### config.mk
export PLATFORM = sky130hd
export DESIGN_NAME = button_conditioner_flat
export DESIGN_NICKNAME = d
export VERILOG_FILES = /design/src/rtl/button_conditioner_pkg.sv /design/src/rtl/button_conditioner_if.sv /design/src/rtl/button_conditioner_debounce_cell.sv /design/src/rtl/button_conditioner.sv /design/src/flat_wrapper.sv
export SDC_FILE = /design/constraint.sdc
export NUM_CORES = 1
export LEC_CHECK = 0
export CELL_PAD_IN_SITES_DETAIL_PLACEMENT = 1
export CELL_PAD_IN_SITES_GLOBAL_PLACEMENT = 2
export CORE_UTILIZATION = 30
export CTS_BUF_LIST = sky130_fd_sc_hd__clkbuf_2 sky130_fd_sc_hd__clkbuf_4 sky130_fd_sc_hd__clkbuf_8
export DETAILED_ROUTE_END_ITERATION = 6
export PLACE_DENSITY_LB_ADDON = 0.1
export SLEW_MARGIN = 40
export SYNTH_ARGS = -nofsm -noshare
export SYNTH_HDL_FRONTEND = slang
export SYNTH_SLANG_ARGS = --single-unit
### constraint.sdc
create_clock -name clk -period 1.7 [get_ports clk]
set_input_delay 0.255 -clock clk [delete_from_list [all_inputs] [get_ports clk]]
set_output_delay 0.255 -clock clk [all_outputs]
set_load 0.05 [all_outputs]
### src/rtl/button_conditioner_pkg.sv
// -----------------------------------------------------------------------------
// btn_pkg
//   Shared definitions for the operand-entry button conditioner.
//   Holds the debounce FSM state encoding, the default debounce length and
//   the values every flop takes while reset_n is low.
// -----------------------------------------------------------------------------
package btn_pkg;

  // Two-bit state encoding. Bit 1 set means the debounced level is "pressed".
  localparam logic [1:0] ST_UP        = 2'b00;
  localparam logic [1:0] ST_DOWN_WAIT = 2'b01;
  localparam logic [1:0] ST_DOWN      = 2'b11;
  localparam logic [1:0] ST_UP_WAIT   = 2'b10;

  typedef enum logic [1:0] {
    UP        = ST_UP,
    DOWN_WAIT = ST_DOWN_WAIT,
    DOWN      = ST_DOWN,
    UP_WAIT   = ST_UP_WAIT
  } btn_state_e;

  // Number of consecutive stable synchronised samples needed to accept a change.
  localparam int DEFAULT_DEBOUNCE_CYCLES = 50000;

  // Reset values: buttons idle high (released), data switches read as zero,
  // level and strobe outputs inactive (high).
  localparam logic BTN_SYNC_RST  = 1'b1;
  localparam logic DATA_SYNC_RST = 1'b0;
  localparam logic LEVEL_N_RST   = 1'b1;
  localparam logic PRESS_N_RST   = 1'b1;

endpackage

### src/rtl/button_conditioner_if.sv
// -----------------------------------------------------------------------------
// button_conditioner_if
//   Bundles the raw panel inputs and the conditioned outputs of the button
//   conditioner.
//     btn_raw_n   [NUM_BTN] raw active-low buttons (asynchronous, bouncing)
//     data_raw    [DATA_W]  raw data switches (asynchronous)
//     btn_level_n [NUM_BTN] debounced active-low button level
//     btn_press_n [NUM_BTN] one-cycle active-low press strobe
//     data_sync   [DATA_W]  synchronised data switches
//   master: the panel side (drives raw inputs, observes conditioned outputs)
//   slave : the conditioner itself
// -----------------------------------------------------------------------------
interface button_conditioner_if #(
  parameter int NUM_BTN = 3,
  parameter int DATA_W  = 4
);

  logic [NUM_BTN-1:0] btn_raw_n;
  logic [DATA_W-1:0]  data_raw;
  logic [NUM_BTN-1:0] btn_level_n;
  logic [NUM_BTN-1:0] btn_press_n;
  logic [DATA_W-1:0]  data_sync;

  modport master (
    output btn_raw_n,
    output data_raw,
    input  btn_level_n,
    input  btn_press_n,
    input  data_sync
  );

  modport slave (
    input  btn_raw_n,
    input  data_raw,
    output btn_level_n,
    output btn_press_n,
    output data_sync
  );

endinterface

### src/rtl/button_conditioner_debounce_cell.sv
// -----------------------------------------------------------------------------
// debounce_cell
//   Conditions a single raw active-low button: a SYNC_STAGES flop
//   synchroniser, a debounce counter and a four-state FSM. A change of the
//   synchronised input is accepted only after DEBOUNCE_CYCLES consecutive
//   identical samples; accepting a press emits one active-low strobe.
//   Ports:
//     clk       in  system clock
//     reset_n   in  asynchronous active-low reset
//     btn_raw_n in  raw button, active-low, asynchronous to clk
//     level_n   out debounced level, active-low (registered)
//     press_n   out one-cycle active-low press strobe (registered)
// -----------------------------------------------------------------------------
module debounce_cell
  import btn_pkg::*;
#(
  parameter int SYNC_STAGES     = 2,
  parameter int DEBOUNCE_CYCLES = DEFAULT_DEBOUNCE_CYCLES,
  parameter int CNT_W           = 16
) (
  input  logic clk,
  input  logic reset_n,
  input  logic btn_raw_n,
  output logic level_n,
  output logic press_n
);

  localparam logic [CNT_W-1:0] CNT_LAST = CNT_W'(DEBOUNCE_CYCLES - 1);
  localparam logic [CNT_W-1:0] CNT_ONE  = CNT_W'(1);

  // Increment that holds at the terminal count. Transitions always fire at
  // CNT_LAST, so the hold never engages in practice; it simply makes a wrap
  // impossible.
  function automatic logic [CNT_W-1:0] cnt_inc_sat(input logic [CNT_W-1:0] c);
    return (c == CNT_LAST) ? c : c + CNT_ONE;
  endfunction

  logic [SYNC_STAGES-1:0] sync_p;
  logic                   btn_s;

  btn_state_e       state_q, state_d;
  logic [CNT_W-1:0] cnt_q,   cnt_d;
  logic             level_n_q, level_n_d;
  logic             press_n_q, press_n_d;

  // ---- stage p0..pN: synchroniser (shift in at bit 0, read from the top) ----
  always_ff @(posedge clk or negedge reset_n) begin
    if (!reset_n) begin
      sync_p <= {SYNC_STAGES{BTN_SYNC_RST}};
    end else begin
      sync_p <= {sync_p[SYNC_STAGES-2:0], btn_raw_n};
    end
  end

  assign btn_s = sync_p[SYNC_STAGES-1];

  // ---- stage: debounce FSM state register ----
  always_ff @(posedge clk or negedge reset_n) begin
    if (!reset_n) begin
      state_q   <= UP;
      cnt_q     <= '0;
      level_n_q <= LEVEL_N_RST;
      press_n_q <= PRESS_N_RST;
    end else begin
      state_q   <= state_d;
      cnt_q     <= cnt_d;
      level_n_q <= level_n_d;
      press_n_q <= press_n_d;
    end
  end

  always_comb begin
    state_d   = state_q;
    cnt_d     = cnt_q;
    press_n_d = 1'b1;
    level_n_d = 1'b1;

    unique case (state_q)
      UP: begin
        if (!btn_s) begin
          state_d = DOWN_WAIT;
          cnt_d   = CNT_ONE;
        end else begin
          cnt_d   = '0;
        end
      end

      DOWN_WAIT: begin
        if (btn_s) begin
          // Bounce: the press did not stay low long enough.
          state_d = UP;
          cnt_d   = '0;
        end else if (cnt_q == CNT_LAST) begin
          state_d   = DOWN;
          cnt_d     = '0;
          press_n_d = 1'b0;
        end else begin
          cnt_d = cnt_inc_sat(cnt_q);
        end
      end

      DOWN: begin
        if (btn_s) begin
          state_d = UP_WAIT;
          cnt_d   = CNT_ONE;
        end else begin
          cnt_d   = '0;
        end
      end

      UP_WAIT: begin
        if (!btn_s) begin
          // Release bounce: still pressed, and no fresh strobe.
          state_d = DOWN;
          cnt_d   = '0;
        end else if (cnt_q == CNT_LAST) begin
          state_d = UP;
          cnt_d   = '0;
        end else begin
          cnt_d = cnt_inc_sat(cnt_q);
        end
      end

      default: begin
        state_d = UP;
        cnt_d   = '0;
      end
    endcase

    // Level is registered from the next state so it falls on the same edge
    // as the press strobe.
    level_n_d = ((state_d == DOWN) || (state_d == UP_WAIT)) ? 1'b0 : 1'b1;
  end

  assign level_n = level_n_q;
  assign press_n = press_n_q;

endmodule

### src/rtl/button_conditioner.sv
// -----------------------------------------------------------------------------
// button_conditioner
//   Front-end conditioning for the operand-entry panel. Each raw active-low
//   button gets its own debounce_cell; the data switches pass through a plain
//   SYNC_STAGES flop synchroniser (bits are synchronised independently, no
//   multi-bit coherency). Press strobes feed the operand latch save inputs and
//   data_sync feeds its data input.
//   Ports:
//     clk      in  system clock
//     reset_n  in  asynchronous active-low reset
//     bus      slave side of button_conditioner_if
//                (btn_raw_n, data_raw in; btn_level_n, btn_press_n, data_sync out)
// -----------------------------------------------------------------------------
module button_conditioner
  import btn_pkg::*;
#(
  parameter int NUM_BTN         = 3,
  parameter int DATA_W          = 4,
  parameter int SYNC_STAGES     = 2,
  parameter int DEBOUNCE_CYCLES = DEFAULT_DEBOUNCE_CYCLES,
  parameter int CNT_W           = 16
) (
  input  logic                 clk,
  input  logic                 reset_n,
  button_conditioner_if.slave  bus
);

  logic [NUM_BTN-1:0] level_n_w;
  logic [NUM_BTN-1:0] press_n_w;
  logic [DATA_W-1:0]  data_p [SYNC_STAGES];

  // ---- per-button conditioning ----
  for (genvar g = 0; g < NUM_BTN; g++) begin : g_btn
    debounce_cell #(
      .SYNC_STAGES     (SYNC_STAGES),
      .DEBOUNCE_CYCLES (DEBOUNCE_CYCLES),
      .CNT_W           (CNT_W)
    ) u_cell (
      .clk       (clk),
      .reset_n   (reset_n),
      .btn_raw_n (bus.btn_raw_n[g]),
      .level_n   (level_n_w[g]),
      .press_n   (press_n_w[g])
    );
  end

  // ---- stage p0..pN: data switch synchroniser ----
  always_ff @(posedge clk or negedge reset_n) begin
    if (!reset_n) begin
      for (int k = 0; k < SYNC_STAGES; k++) begin
        data_p[k] <= {DATA_W{DATA_SYNC_RST}};
      end
    end else begin
      data_p[0] <= bus.data_raw;
      for (int k = 1; k < SYNC_STAGES; k++) begin
        data_p[k] <= data_p[k-1];
      end
    end
  end

  assign bus.btn_level_n = level_n_w;
  assign bus.btn_press_n = press_n_w;
  assign bus.data_sync   = data_p[SYNC_STAGES-1];

endmodule

### src/flat_wrapper.sv
// flat-port wrapper written by rule: the top's interface ports become plain ports
module button_conditioner_flat import btn_pkg::*;
#(
  parameter int NUM_BTN         = 3,
  parameter int DATA_W          = 4,
  parameter int SYNC_STAGES     = 2,
  parameter int DEBOUNCE_CYCLES = DEFAULT_DEBOUNCE_CYCLES,
  parameter int CNT_W           = 16
)
  (clk, reset_n, bus_btn_raw_n, bus_data_raw, bus_btn_level_n, bus_btn_press_n, bus_data_sync);
  button_conditioner_if #(.NUM_BTN(NUM_BTN), .DATA_W(DATA_W)) bus_i ();
  input  logic clk;
  input  logic reset_n;
  input wire logic [$bits(bus_i.btn_raw_n)-1:0] bus_btn_raw_n;
  input wire logic [$bits(bus_i.data_raw)-1:0] bus_data_raw;
  output wire logic [$bits(bus_i.btn_level_n)-1:0] bus_btn_level_n;
  output wire logic [$bits(bus_i.btn_press_n)-1:0] bus_btn_press_n;
  output wire logic [$bits(bus_i.data_sync)-1:0] bus_data_sync;
  assign bus_i.btn_raw_n = bus_btn_raw_n;
  assign bus_i.data_raw = bus_data_raw;
  assign bus_btn_level_n = bus_i.btn_level_n;
  assign bus_btn_press_n = bus_i.btn_press_n;
  assign bus_data_sync = bus_i.data_sync;
  button_conditioner #(.NUM_BTN(NUM_BTN), .DATA_W(DATA_W), .SYNC_STAGES(SYNC_STAGES), .DEBOUNCE_CYCLES(DEBOUNCE_CYCLES), .CNT_W(CNT_W)) u_core (.clk(clk), .reset_n(reset_n), .bus(bus_i));
endmodule
==> flow_summary.yaml, run 1 <==
synthesis:
  synth_top_flop_cell: "dfrtp_1"
  synth.top_cell.area_share_pct: 45.4
  synth_area_sq_mm: 0.00342
  synth_edf_count: 0
  synth_nets: 339
  yosysSeqAreaShare_pct: 54.6
  ys_seq_elements: 74
  synthArstFlopShare_pct: 100
  synth_area_per_cell_sq_um: 10.5
  yosys_warnings: 0
  synth.distinct_cells: 44
  postSynthCellCount: 327
  yosysTopAreaCell: "dfrtp_1"
  synthTopCellsByArea: "dfrtp_1, dfstp_2, xnor2_1"
timing:
  slew_headroom_pct: 74.5
  fmax_mhz: 522
  post-route-period-util_pct: 113
  fin_crit_ns: 1.91
  rsz0062_at_grt: "true"
  final_max_slew_viol_count: 0
  tightest_slew_ns: 0.378
  hold_viol: 0
  setup_ws_ns: -0.214
  setup-violations-final: 34
  skew_ns: 0.00810
hold_path:
  hp-class: "in2reg"
  hold_end: "u_core.g_btn[2].u_cell.sync_p[0]"
  min_path_cells: 1
  min_from: "bus_btn_raw_n[2]"
grt:
  grt_pass1_vias: 2743
  antenna_found_initial: 0
  track_usage_pct: 15.3
  grt_pass1_wl_microns: 13800
  grt_max_degree: 33
  grt_remaining_overflow: 0
clocking:
  clock_latency_ns: 0.35
  cts.clk_slew.worst_paths_ns: 0.08
  cts_buffer_depth: 2
  clock_sinks: 74
  clockRootBuffer: "clkbuf_8"
  cts_tree: "yes"
  numCtsBuffers: 9
  htreeDepth: 3
final_layout:
  nets: 405
  final_cell_mix: "dfrtp_1, buf_4, xnor2_1"
  design_area_sq_mm: 0.00440
  layout-drive-gt1-share_pct: 33.9
  antenna_cells: 0
  syn2layout_area_growth_pct: 28.5
  fin_cells: 538
  layout_commonest_cell: "dfrtp_1"
setup_path:
  critical_path.cell_chain: "or4b_4 > or4_4 > o21ai_2 > a21oi_1"
  r2r-start: "u_core.g_btn[1].u_cell.cnt_q[10]"
  r2r-end: "u_core.g_btn[1].u_cell.state_q[1]"
  slowest_stage: "or4_4"
  worstPathArrival_ns: 2.15
  worstSetupEndpointType: "register"
  rrSetupSlack_ns: -0.21
  cp-start-kind: "register"
  cp_num_buf_inv: 0
  worstPathRequired_ns: 1.94
  critPathMaxFanout: 4
  path_class: "reg2reg"
  cp_top_family: "simple AND/OR/NAND/NOR gates"
  critPathMaxStageDelay_ns: 0.62
  reg2reg_depth: 4
place:
  io_buffers: 18
  gp_congestion: 0.717
  place_area_sq_mm: 0.00400
  dpl_worst_slack_ns: -0.249
  dp.cells: 515
  dp_hpwl_microns: 5510
drt:
  wl_per_cell_microns: 14.7
  finalWirelength_microns: 7890
  first_pass_iters: 4
  drcViolationCount: 0
  first_iter_violations: 64
  vias: 2548
  drtAntennaViolNets: 0
  routed_via_density: 4.74
status:
  violations: "negative setup slack"
  status: "finished, violations left"
die:
  io_pins: 19
  core_sq_mm: 0.0110
  die_y_microns: 109
  die_area_sq_mm: 0.0118
  die_w_microns: 109
  rows: 38
  initial_core_util_pct: 31.1
flow_run:
  cap_violations: 0
pwr:
  finalPower_mw: 3.43
  ir_drop_mv: 0.786
  p_per_area_mw_per_mm2: 779
  p_leak_nw: 1.73
cells in the mapped netlist, drive strengths merged (2+ instances only):
library cell	count
a21o	3
a21oi	13
a31o	2
and3	3
buf	14
clkbuf	2
dfrtp	62
dfstp	12
ha	3
inv	19
nand2	14
nand3	16
nand4	14
nor2	52
nor2b	4
nor3	11
nor3b	3
nor4	13
nor4bb	2
o21ai	5
o2bb2ai	2
or2	2
or3	2
or4b	3
or4bb	2
xnor2	34
xor2	5
worst register-to-register path: stages (launching register included):
cell and delay (ns):
dfrtp_1 0.39, or4b_4 0.55, or4_4 0.62, o21ai_2 0.16
a21oi_1 0.08
routing by layer:
layer  vias to the layer above  part of all wire, %  track usage, %
met5                         -                    0               0
met1                      1270                   49            19.5
met2                        24                   47            25.4
met3                         8                  2.6            3.83
met4                         0                  1.2            5.12
li1                       1246                    -               -
sequential cells by signal, indices dropped and copies added (netlist names):
signal	cells
u_core.g_btn.u_cell.cnt_q	48
u_core.g_btn.u_cell.state_q	6
u_core.g_btn.u_cell.level_n	3
u_core.bus.data_sync	4
u_core.g_btn.u_cell.sync_p	6
u_core.data_p	4
u_core.g_btn.u_cell.press_n	3
per-stage QoR:
stage,utilization [%],TNS [ns],hold slack (ns)
final,40.0,-4.33,0.301
after global placement,36.4,-4.30,0.211
after CTS,39.2,-3.39,0.275
after floorplan,-,-3.72,-0.0406
after global routing,40.0,-5.87,0.274
after detailed placement,36.4,-5.01,0.212
logic make-up after synthesis:
group           share of synthesized area (%)
simple gates                             23.1
flops                                    54.6
xor+xnor                                 9.99
buf+inv                                  5.56
compound gates                           5.64
fa+ha+maj                                1.10
cell type report:
cell class | count | area, sq um
repair buffers | 70 | 573
flip-flops and latches | 74 | 1870
clock inverters | 4 | 51.3
fillers | 1236 | 6590
inverters | 19 | 71.3
multi-input cells | 219 | 1510
clock buffers | 12 | 153
well taps | 140 | 175
report_power, final:
part	switching, mW	internal (mW)
Sequential	0.0265	1.80
Combinational	0.110	0.0717
Clock	0.670	0.752
Total	0.806	2.62
worst max path at each step:
stage / from / to / slack [ns] / cells after the start
global route: u_core.g_btn[1].u_cell.cnt_q[10] / u_core.g_btn[1].u_cell.state_q[1] / -0.24 / 4
detailed placement: u_core.g_btn[1].u_cell.cnt_q[10] / u_core.g_btn[1].u_cell.cnt_q[13] / -0.25 / 4
CTS: u_core.g_btn[1].u_cell.cnt_q[12] / u_core.g_btn[1].u_cell.state_q[1] / -0.20 / 4
global placement: u_core.g_btn[1].u_cell.cnt_q[10] / u_core.g_btn[1].u_cell.cnt_q[12] / -0.22 / 4
floorplan: u_core.g_btn[1].u_cell.cnt_q[12] / u_core.g_btn[1].u_cell.cnt_q[10] / -0.19 / 5
finish: u_core.g_btn[1].u_cell.cnt_q[10] / u_core.g_btn[1].u_cell.state_q[1] / -0.21 / 4
timing repair:
action / 4_1_cts / 5_1_grt
hold buffers: 1 / 0
cloned: 2 / 0
gates resized for setup: 23 / 17
pin swaps: 23 / 9
setup endpoints to repair: 34 / 50
setup buffers: 1 / 3
endpoints found under the hold margin: 17 / 0
Power figures use the tool's default switching activity.
==> inputs of run 2 (changes only) <==
CORE_UTILIZATION = 37   (was 30)
SYNTH_HIERARCHICAL = 1   (was default)
==> flow_summary.yaml, run 2 <==
pwr:
  p_leak_nw: 1.70
  pwr-share-seq_pct: 51.1
  p_comb_share_pct: 4.9
  p_per_area_mw_per_mm2: 826
  p_sw_mw: 0.866
  ir_drop_mv: 0.345
  internal-power_mw: 2.70
  clockPowerShare_pct: 44.0
  swShare_pct: 24.3
synthesis:
  synth_area_sq_mm: 0.00326
  synth_nets: 321
  synth.distinct_cells: 25
  yosysSeqAreaShare_pct: 57.2
  synth.most_common_cell: "dfrtp_1"
  ys_seq_elements: 74
  muxShareOfSynthArea_pct: 0
  ys_top_cells_by_count: "dfrtp_1, nor2_1, xnor2_1, inv_1"
  synth_top_family_by_area: "simple AND/OR/NAND/NOR gates"
  postSynthCellCount: 309
  synth_area_per_cell_sq_um: 10.6
  yosys.area_share.adder_pct: 1.15
  yosys_warnings: 6
  synth_xor_area_share_pct: 11.3
  synth_top_flop_cell: "dfrtp_1"
  synthArstFlopShare_pct: 100
  synth_edf_count: 0
  yosysTopAreaCell: "dfrtp_1"
  synth_compound_area_share_pct: 4.60
  synthTopCellsByArea: "dfrtp_1, xnor2_1, dfstp_2"
  synthSimpleGateAreaFrac_pct: 21.7
  synth.top_cell.area_share_pct: 47.5
grt:
  grt_pass1_wl_microns: 12900
  gr-usage-met3_pct: 2.84
  track_usage_pct: 18.8
  grt_busiest_layer: "met2"
  grt_use_met2_pct: 32.6
  grt_pass1_vias: 2668
  antenna_found_initial: 0
  grtUsageMet1_pct: 23.3
  grt_max_degree: 34
  grt_remaining_overflow: 0
setup_path:
  worstSetupEndpointType: "register"
  critPathMaxFanout: 8
  worstPathArrival_ns: 2.15
  worstPathRequired_ns: 1.93
  path_class: "reg2reg"
  cp-start-kind: "register"
  rrSetupSlack_ns: -0.21
final_layout:
  design_area_sq_mm: 0.00432
  fin_cells: 500
  fillers: 918
  largest_reg_flops: 48
  antenna_cells: 0
  largest_register: "u_core/g_btn.u_cell/cnt_q"
  nets: 402
  top_regs: "u_core/g_btn.u_cell/cnt_q: 48 flops, u_core/g_btn.u_cell/state_q: 6 flops, u_core/g_btn.u_cell/sync_p: 6 flops"
  layout_commonest_cell: "dfrtp_1"
  layout-drive-gt1-share_pct: 30.4
  syn2layout_area_growth_pct: 32.3
  final_cell_mix: "dfrtp_1, buf_4, nor2_1"
hold_path:
  hp-class: "in2reg"
clocking:
  clockRootBuffer: "clkbuf_8"
  cts_buffer_depth: 2
  clock_latency_ns: 0.35
  cts.clk_slew.worst_paths_ns: 0.08
  cts_tree: "yes"
  htreeDepth: 3
  numCtsBuffers: 9
  clock_sinks: 74
drt:
  drtAntennaViolNets: 0
  vias: 2511
  finalWirelength_microns: 7690
  wl_per_cell_microns: 15.4
  routed_via_density: 5.02
  first_pass_iters: 4
  drcViolationCount: 0
  first_iter_violations: 54
die:
  die_w_microns: 95.9
  die_area_sq_mm: 0.00920
  io_pins: 19
  die_y_microns: 95.9
  rows: 33
  initial_core_util_pct: 38.9
  core_sq_mm: 0.00838
timing:
  hold_viol: 0
  slew_headroom_pct: 40.5
  setup-violations-final: 54
  tightest_slew_ns: 0.890
  post-route-period-util_pct: 113
  setup_ws_ns: -0.215
  finalSetupTns_ns: -9.21
  fmax_mhz: 522
  fin_crit_ns: 1.91
  final_max_slew_viol_count: 0
  skew_ns: 0.0101
  rsz0062_at_grt: "true"
place:
  dpl_worst_slack_ns: -0.243
  dp.cells: 473
  io_buffers: 18
  dp_hpwl_microns: 4880
  gp_congestion: 0.759
  place_area_sq_mm: 0.00389
flow_run:
  cap_violations: 0
status:
  violations: "negative setup slack"
  status: "finished, violations left"
[run 2: changes by cell type after synthesis, moves of 3 or more]
cell      previous run  this run
buf_4               10         4
or4_1                0         3
nor2b_1              4         0
a21oi_1             13         9
nand4_1             14         9
nor3b_1              3         6
o21ai_1              0         3
nor2_2               4         0
and3_1               3         0
nor2_1              48        60
nand4b_1             0         3
or4b_1               3         0
xnor2_1             34        39
[run 2: worst paths after layout]
| check | cells past startpoint | startpoint | end |
|---|---|---|---|
| setup / recovery | 4 | u_core/g_btn[2].u_cell/cnt_q[4] | u_core/g_btn[2].u_cell/cnt_q[4] |
| hold / removal | 1 | bus_btn_raw_n[2] | u_core/g_btn[2].u_cell/sync_p[0] |
| setup reg to reg | 4 | u_core/g_btn[2].u_cell/cnt_q[4] | u_core/g_btn[2].u_cell/cnt_q[4] |
| hold reg to reg | 0 | u_core/data_p[4] | u_core/bus.data_sync[0] |
| max in group asynchronous | 3 | reset_n | u_core/g_btn[0].u_cell/sync_p[1] |
| min in group asynchronous | 2 | reset_n | u_core/bus.data_sync[2] |
[run 2: timing repair]
item	in CTS	in global routing
gates cloned	3	0
pin swaps	21	13
buffers inserted	3	4
hold buffers	1	0
setup endpoints to repair	58	55
gates resized for setup	16	13
endpoints found under the hold margin	22	0
[run 2: logic make-up (layout without fill, tap and decap cells)]
kind of cell,after synthesis,in the layout
buf+inv,25,108
xor+xnor,42,42
flops,74,74
simple gates,141,141
fa+ha+maj,3,3
compound gates,24,27
[run 2: area by class of cell]
type,instances,area (sq um),share of cell area [%]
timing repair buffer,74,593,13.7
multi-input combinational,213,1430,33.2
clock buffer,9,124,2.87
clock inverter,7,100,2.32
sequential,74,1870,43.2
tap,105,131,3.04
inverter,18,67.6,1.57
[run 2: power by group through the flow]
| stage | registers, mW | clock network, mW | logic, mW |
|---|---|---|---|
| 2_1_floorplan | 1.85 | 0 | 0.0802 |
| 3_3_place_gp | 1.85 | 0 | 0.161 |
| 3_5_place_dp | 1.85 | 0 | 0.165 |
| 4_1_cts | 1.82 | 1.63 | 0.177 |
| 5_1_grt | 1.82 | 1.68 | 0.195 |
| 6_report | 1.82 | 1.57 | 0.175 |
[run 2: routing by layer]
layer / part of all wire (%) / routed length, microns
met1: 48 / 3660
met4: 1.7 / 131
met2: 49 / 3780
met3: 1.5 / 119
met5: 0 / 0
[run 2: through the flow]
stage               power (mW)  hold slack, ns  utilization [%]
floorplan                 1.93         -0.0406                -
global placement          2.01           0.223             46.4
detailed placement        2.02           0.234             46.4
CTS                       3.62           0.279             50.4
global route              3.70           0.303             51.5
finish                    3.56           0.300             51.5
[run 2: worst max-delay path: stages (launching register included)]
cell and delay, ns:
dfrtp_1 0.39, or4_4 0.54, or4_4 0.61, o21ai_4 0.17
nor2_1 0.09
==> inputs of run 3 (changes only) <==
CORE_UTILIZATION = 35   (was 37)
==> flow_summary.yaml, run 3 (synthesis gave the netlist of run 2 again) <==
pwr:
  clockPowerShare_pct: 40.2
  internal-power_mw: 2.54
  p_comb_share_pct: 5.3
  p_sw_mw: 0.801
  swShare_pct: 24.0
  ir_drop_mv: 0.365
  pwr-share-seq_pct: 54.5
  p_leak_nw: 1.67
  p_per_area_mw_per_mm2: 788
drt:
  first_iter_violations: 30
  drtAntennaViolNets: 0
  wl_met1_microns: 3440
  wl_per_cell_microns: 14.5
  drcViolationCount: 0
  vias: 2461
  wl_met2_microns: 3500
  met3_wirelength_microns: 182
  routed.top_layer: "met4"
  finalWirelength_microns: 7240
  routed_via_density: 4.91
  first_pass_iters: 4
final_layout:
  nets: 400
  final_util_pct: 47.6
  syn2layout_area_growth_pct: 29.8
  largest_register: "u_core/g_btn.u_cell/cnt_q"
  top_regs: "u_core/g_btn.u_cell/cnt_q: 48 flops, u_core/g_btn.u_cell/state_q: 6 flops, u_core/g_btn.u_cell/sync_p: 6 flops"
  antenna_cells: 0
  final_cell_mix: "buf_4, dfrtp_1, nor2_1"
  largest_reg_flops: 48
  layout-drive-gt1-share_pct: 29.8
die:
  die_y_microns: 98.6
  core_sq_mm: 0.00889
  die_area_sq_mm: 0.00971
  die_w_microns: 98.6
  initial_core_util_pct: 36.7
  io_pins: 19
  rows: 34
grt:
  grt_pass1_wl_microns: 12700
  antenna_found_initial: 0
  grt_remaining_overflow: 0
  grt_max_degree: 37
  grt_pass1_vias: 2655
  track_usage_pct: 16.7
clocking:
  cts_buffer_depth: 2
  clockRootBuffer: "clkbuf_8"
  cts_tree: "yes"
  numCtsBuffers: 9
  clock_latency_ns: 0.34
  cts.clk_slew.worst_paths_ns: 0.08
  clock_sinks: 74
  htreeDepth: 3
timing:
  setup_ws_ns: -0.193
  tightest_slew_ns: 0.731
  slew_headroom_pct: 51.1
  rsz0062_at_grt: "true"
  setup-violations-final: 54
  hold_viol: 0
  fin_crit_ns: 1.89
  skew_ns: 0.00871
  fmax_mhz: 528
  final_max_slew_viol_count: 0
  finalSetupTns_ns: -8.48
  post-route-period-util_pct: 111
setup_path:
  worstPathArrival_ns: 2.12
  slowest_stage: "or4_4"
  reg2reg_depth: 4
  path_class: "reg2reg"
  worstSetupEndpointType: "register"
  critPathMaxFanout: 8
  worstPathRequired_ns: 1.93
  cp-start-kind: "register"
  critical_path.cell_chain: "or4bb_1 > or4_4 > o21ai_4 > nor2_1"
  critPathMaxStageDelay_ns: 0.59
hold_path:
  hp-class: "in2reg"
  min_path_cells: 1
place:
  dp_hpwl_microns: 4810
  io_buffers: 18
  gp_congestion: 0.751
status:
  violations: "negative setup slack"
  status: "finished, violations left"
flow_run:
  cap_violations: 0
[run 3: cell types whose count changed in the layout (fill, tap and decap cells not counted), moves of 2 or more]
cell and delta:
o21ai_4 -2, o21ai_2 +2, nor2_1 +2, nor2_2 -2, dlygate4sd2_1 -3, inv_6 -2, clkinv_2 +2
[run 3: repair_timing]
action | CTS | global route
endpoints found under the hold margin | 21 | 0
setup buffers | 1 | 0
cloned | 3 | 0
hold buffers | 1 | 0
pin swaps | 19 | 5
resized for setup | 11 | 7
setup endpoints to repair | 55 | 54
[run 3: final cells by class]
type / count / area, sq um
fillers: 1006 / 4660
multi-input cells: 213 / 1400
clock buffers: 9 / 124
repair buffers: 72 / 574
well taps: 108 / 135
inverters: 18 / 67.6
clock inverters: 7 / 70.1
flip-flops and latches: 74 / 1870
[run 3: final timing paths]
kind | slack [ns] | startpoint | end
worst max register to register | -0.19 | u_core/g_btn[1].u_cell/cnt_q[12] | u_core/g_btn[1].u_cell/cnt_q[7]
worst min-delay path | 0.31 | bus_btn_raw_n[1] | u_core/g_btn[1].u_cell/sync_p[0]
worst max-delay path | -0.19 | u_core/g_btn[1].u_cell/cnt_q[12] | u_core/g_btn[1].u_cell/cnt_q[7]
min in group asynchronous | 0.43 | reset_n | u_core/data_p[4]
max in group asynchronous | 0.75 | reset_n | u_core/g_btn[0].u_cell/cnt_q[8]
worst min register to register | 0.35 | u_core/data_p[7] | u_core/bus.data_sync[3]
[run 3: metal layers]
layer | track usage [%] | vias up
met5 | 0 | -
met4 | 5.63 | 0
met3 | 4.18 | 11
met2 | 28.9 | 28
met1 | 20.3 | 1213
li1 | - | 1209
[run 3: power by group through the flow]
stage          Clock, mW  Combinational [mW]  Sequential [mW]
4_1_cts             1.39               0.178             1.82
3_3_place_gp           0               0.163             1.85
2_1_floorplan          0              0.0802             1.85
6_report            1.34               0.176             1.82
5_1_grt             1.46               0.198             1.82
3_5_place_dp           0               0.165             1.85
[run 3: through the flow]
stage | power [mW] | cell area [sq um] | setup WS [ns] | cells | hold WS (ns)
CTS | 3.39 | 4200 | -0.198 | 501 | 0.293
detailed placement | 2.02 | 3920 | -0.230 | 480 | 0.259
finish | 3.34 | 4230 | -0.193 | 501 | 0.309
floorplan | 1.93 | 3290 | -0.158 | 309 | -0.0406
global placement | 2.01 | 3920 | -0.225 | 480 | 0.245
global route | 3.48 | 4230 | -0.250 | 501 | 0.292
[run 3: worst max-delay path, delay by kind of cell (launching register included)]
| family | cells | cell delay, ns |
|---|---|---|
| and+or+nand+nor | 3 | 1.22 |
| DFF | 1 | 0.38 |
| AOI/OAI and AO/OA | 1 | 0.17 |
